==> config.mk <==
export PLATFORM = sky130hd
export DESIGN_NAME = if_stage
export DESIGN_NICKNAME = d
export VERILOG_FILES = /design/src/rtl/if_stage.sv
export SDC_FILE = /design/constraint.sdc
export NUM_CORES = 1
export LEC_CHECK = 0
export ABC_CLOCK_PERIOD_IN_PS = 2500
export CAP_MARGIN = 10
export CORE_UTILIZATION = 45
export CTS_CLUSTER_SIZE = 24
export DETAILED_ROUTE_END_ITERATION = 10
export PLACE_DENSITY_LB_ADDON = 0.3
export SYNTH_ARGS = -nofsm -noshare
export SYNTH_HDL_FRONTEND = slang
export SYNTH_SLANG_ARGS = --single-unit
==> constraint.sdc <==
create_clock -name clk -period 2.5 [get_ports clk]
set_input_delay 0.5 -clock clk [delete_from_list [all_inputs] [get_ports clk]]
set_output_delay 0.5 -clock clk [all_outputs]
set_load 0.05 [all_outputs]
==> src/rtl/if_stage.sv <==
// Instruction-fetch stage: owns the PC, addresses the instruction ROM, and
// fills the IF/ID register. Handles stall, redirect/flush, and fetch faults
// (out-of-range PC or misaligned redirect). A fault stops fetch until reset.
module if_stage #(
  parameter logic [31:0] RESET_PC  = 32'h0000_0000,
  parameter int          IMEM_AW   = 8,
  parameter logic [31:0] NOP_INSTR = 32'h0000_0013
) (
  input  logic               clk,
  input  logic               rst,
  input  logic               stall,
  input  logic               redirect_valid,
  input  logic [31:0]        redirect_pc,
  output logic [IMEM_AW-1:0] imem_addr,
  input  logic [31:0]        imem_rdata,
  output logic [31:0]        pc_out,
  output logic [31:0]        id_pc,
  output logic [31:0]        id_pc_plus4,
  output logic [31:0]        id_instr,
  output logic               id_valid,
  output logic               halted,
  output logic [31:0]        fault_pc,
  output logic [31:0]        fetch_count
);

  typedef enum logic {RUN, HALT} state_e;

  typedef struct packed {
    logic [31:0] pc;
    logic [31:0] instr;
    logic        valid;
  } ifid_t;

  // Any PC bit at or above the ROM byte-address width means out of range.
  localparam logic [31:0] RANGE_MASK = ~((32'd1 << (IMEM_AW + 2)) - 32'd1);

  state_e      state_q, state_d;
  logic [31:0] pc_q, pc_d;
  ifid_t       ifid_q, ifid_d;
  logic [31:0] fault_pc_q, fault_pc_d;
  logic [31:0] fetch_count_q, fetch_count_d;

  logic [31:0] pc_plus4;
  logic        misaligned;
  logic        out_of_range;

  assign pc_plus4     = pc_q + 32'd4;
  assign misaligned   = redirect_valid && (redirect_pc[1:0] != 2'b00);
  assign out_of_range = |(pc_q & RANGE_MASK);

  // Next-state: HALT freezes everything but forces the bubble; in RUN the
  // priority is misaligned redirect, redirect, stall, range fault, capture.
  always_comb begin
    state_d       = state_q;
    pc_d          = pc_q;
    ifid_d        = ifid_q;
    fault_pc_d    = fault_pc_q;
    fetch_count_d = fetch_count_q;
    if (state_q == HALT) begin
      ifid_d.valid = 1'b0;
      ifid_d.instr = NOP_INSTR;
    end else if (misaligned) begin
      state_d      = HALT;
      fault_pc_d   = redirect_pc;
      ifid_d.valid = 1'b0;
      ifid_d.instr = NOP_INSTR;
    end else if (redirect_valid) begin
      pc_d         = {redirect_pc[31:2], 2'b00};
      ifid_d.valid = 1'b0;
      ifid_d.instr = NOP_INSTR;
    end else if (stall) begin
      // hold PC and IF/ID
    end else if (out_of_range) begin
      state_d      = HALT;
      fault_pc_d   = pc_q;
      ifid_d.valid = 1'b0;
      ifid_d.instr = NOP_INSTR;
    end else begin
      pc_d          = pc_plus4;
      ifid_d.pc     = pc_q;
      ifid_d.instr  = imem_rdata;
      ifid_d.valid  = 1'b1;
      fetch_count_d = fetch_count_q + 32'd1;
    end
  end

  // State registers with synchronous reset that overrides all inputs.
  always_ff @(posedge clk) begin
    if (rst) begin
      state_q       <= RUN;
      pc_q          <= RESET_PC;
      ifid_q        <= '{pc: 32'd0, instr: NOP_INSTR, valid: 1'b0};
      fault_pc_q    <= 32'd0;
      fetch_count_q <= 32'd0;
    end else begin
      state_q       <= state_d;
      pc_q          <= pc_d;
      ifid_q        <= ifid_d;
      fault_pc_q    <= fault_pc_d;
      fetch_count_q <= fetch_count_d;
    end
  end

  assign imem_addr   = pc_q[IMEM_AW+1:2];
  assign pc_out      = pc_q;
  assign id_pc       = ifid_q.pc;
  assign id_pc_plus4 = ifid_q.pc + 32'd4;
  assign id_instr    = ifid_q.instr;
  assign id_valid    = ifid_q.valid;
  assign halted      = (state_q == HALT);
  assign fault_pc    = fault_pc_q;
  assign fetch_count = fetch_count_q;

endmodule

==> results.cfg <==
[synthesis]
yosys.area_share.simple = 0.2985
synthTopCellsByArea = dfxtp_1 (43%), nand2_1 (8.1%), a21oi_1 (5.6%)
synth_compound_gate_area_share = 0.1622
synth_seq_area_share = 0.4307
synth_enable_flop_cells = 0
synthArstFlopShare = 0
synthMuxAreaShare = 0.002726
ys_types = 50
ys_ff_latch = 158
synthFlopType = dfxtp_1
syn-cell-area_um2 = 7343
synth.avg_cell_area_um2 = 8.096
synth_top_family_by_area = simple AND/OR/NAND/NOR gates
synth_xor_xnor_area_share = 0.04413
synthTopCellsByCount = dfxtp_1 (158), nand2_1 (158), a21oi_1 (82), nor2_1 (73), clkbuf_1 (49)
yosys.area_share.adder = 0.005112
synth_top_area_frac = 0.4307
synthCells = 907
synth-warning-count = 0
synth.largest_area_cell = dfxtp_1

[sta]
final-hold-violation-count = 0
setup_violations = 11
worst_slack_ns = -0.1530
timing.final.max_slew_violations = 0
tightestPinTransition_ns = 1.060
fin_skew_ns = 0.007146
rsz0062_at_grt = true
fin_crit_ns = 2.653
period_share = 1.061
fmax_ghz = 0.3769
slew_headroom = 0.2908

[detailed_routing]
vias = 7760
drt-total-wl_um = 24310
final_antenna_net_count = 0
route.detailed.drc = 0
drt_iter0_drc = 649
drt-pass1-iter-count = 5
detail_route.wl_per_cell_um = 17.32
avgViaCountPerCell = 5.527

[critical_path]
r2r_slack_ns = 0.21
critPathSlowestCell = dfxtp_4
path_cells = nand4_1 > buf_4 > nor4_4 > nor3b_4 > nand3_2 > xnor2_4 > buf_12
worstSetupPathType = reg2out
reg2reg_depth = 5
cp_slowest_stage_delay_ns = 0.35
cp.arrival_ns = 2.15
cp.required_ns = 2.00
worst_setup_path_end_kind = output port
path_buf_inv = 2
cp_max_fo = 3
startpoint_type = flip-flop
r2r_start = pc_out[11]
r2r_end = fetch_count[16]
cpLargestDelayFamily = simple AND/OR/NAND/NOR gates

[grt]
grt_pass1_vias = 6933
grt_max_degree = 83
grt_use_total = 0.2768
antenna_found_initial = 0
grt_first_pass_wirelength_um = 36410
grt_overflow_total = 0

[worst_hold_path]
min_delay_path_depth = 2
worstHoldStart = id_instr[5]
min_to = id_instr[5]
hp-class = reg2reg

[layout]
final_net_count = 1246
fin_area_um2 = 11620
diodes = 0
drive_above_1_share = 0.1616
area_delta_synth_final_pct = 58.27
n_fill_cell = 1164

[power]
power_mw = 6.763
p_per_area_nw_per_um2 = 581.9
leakage_nw = 4.153
p_sw_mw = 2.015
swShare = 0.2980
pwr-share-comb = 0.204
seqPwrFrac = 0.400
clockPowerShare = 0.396
max-vdd-ir-drop_uv = 539.5
p_int_mw = 4.748

[placement]
place.gp.congestion = 0.8292
placed_area_um2 = 10610
hpwl_um = 16470
numPortBuffers = 263

[cts]
insertion_delay_ns = 0.42
clockBufferDepth = 2
cts-root-buf = clkbuf_16
cts_sinks = 158
clk_pin_slew_worst_paths_ns = 0.06
cts_tree = yes
cts_buffers = 17
htree_levels = 4

[run_status]
status = finished, violations left
violations = setup timing

[floorplanning]
rows = 46
start_util = 0.4623
die_x_um = 129.7
die_h_um = 129.7
ios = 270
dieArea_um2 = 16830
core_region_area_um2 = 15890

[run]
cap_violations = 0
-- worst min-delay path, delay by kind of cell (launching register included) --
family,cells,cell delay (ns)
AOI/OAI and AO/OA,1,0.05
and+or+nand+nor,1,0.05
DFF,1,0.31
-- per-stage QoR --
stage / cells / utilization / setup WS [ns] / setup TNS, ns / hold WS, ns
floorplan: 912 / - / -0.03920 / -0.1320 / 0.5570
global placement: 1348 / 0.6679 / 0.2298 / 0 / 0.4400
detailed placement: 1348 / 0.6679 / 0.1622 / 0 / 0.4517
CTS: 1393 / 0.7206 / -0.1154 / -0.3128 / 0.4430
global route: 1404 / 0.7316 / -0.2753 / -2.352 / 0.4585
finish: 1404 / 0.7316 / -0.1530 / -0.7135 / 0.4569
-- metal layers --
| layer | global-route usage | routed length [um] | vias to the layer above |
|---|---|---|---|
| li1 | - | - | 3750 |
| met1 | 0.3513 | 10060 | 3634 |
| met2 | 0.4608 | 11590 | 321 |
| met3 | 0.05904 | 1865 | 55 |
| met4 | 0.1067 | 801 | 0 |
| met5 | 0 | 0 | - |
-- cells by family (layout without fill, tap and decap cells) --
logic type,Yosys count,after routing
simple gates,430,430
xor+xnor,37,37
compound gates,189,189
buf+inv,87,363
flops,158,158
fa+ha+maj,3,3
other cells,1,6
mux,2,2
-- cell type report --
| type | instances | area, um2 | share of cell area |
|---|---|---|---|
| Multi-Input combinational cell | 667 | 4183 | 0.3599 |
| Timing Repair Buffer | 321 | 3297 | 0.2837 |
| Sequential cell | 158 | 3226 | 0.2775 |
| Clock buffer | 21 | 471.7 | 0.04059 |
| Tap cell | 216 | 270.3 | 0.02325 |
| Clock inverter | 11 | 137.6 | 0.01184 |
| Inverter | 10 | 37.54 | 0.003230 |
-- repair_timing --
action / CTS / global route
setup buffers: 13 / 12
hold buffers: 0 / 0
gates resized for setup: 37 / 21
gates cloned: 0 / 0
pin swaps: 17 / 17
setup endpoints to repair: 13 / 20
-- registers in the layout, indices dropped and copies added, names as in the netlist --
signal / cells
id_pc: 30
fetch_count: 32
id_valid: 1
halted: 1
fault_pc: 32
pc_out: 30
id_instr: 32
-- power by group through the flow --
stage / Combinational (mW) / Clock, mW / Sequential, mW
finish: 1.38 / 2.68 / 2.70
global placement: 1.36 / 0 / 2.76
global route: 1.47 / 2.82 / 2.72
detailed placement: 1.37 / 0 / 2.76
CTS: 1.38 / 2.70 / 2.71
floorplan: 0.505 / 0 / 3.12
-- layout by cell type (no fill, tap or decap), drive strengths merged, types with 11 or more instances in the layout --
master / instances
nand4: 20
o21ai: 27
and3: 13
nand2: 158
nor2: 73
o31ai: 21
nand3: 43
buf: 85
dfxtp: 158
nand3b: 30
nor3: 11
nor4: 12
or4: 15
and2: 22
clkbuf: 22
clkdlybuf4s50: 232
xnor2: 24
a21oi: 82
xor2: 13
a311oi: 30
or3: 13
-- worst max-delay path by stage --
| stage | from | depth (start not counted) | to |
|---|---|---|---|
| floorplan | id_pc[4] | 5 | id_pc_plus4[15] |
| global placement | pc_out[15] | 5 | fetch_count[24] |
| detailed placement | id_pc[2] | 7 | id_pc_plus4[28] |
| CTS | id_pc[3] | 7 | id_pc_plus4[28] |
| global route | id_pc[8] | 7 | id_pc_plus4[28] |
| finish | id_pc[8] | 7 | id_pc_plus4[28] |
(Power assumes the default switching activity.)
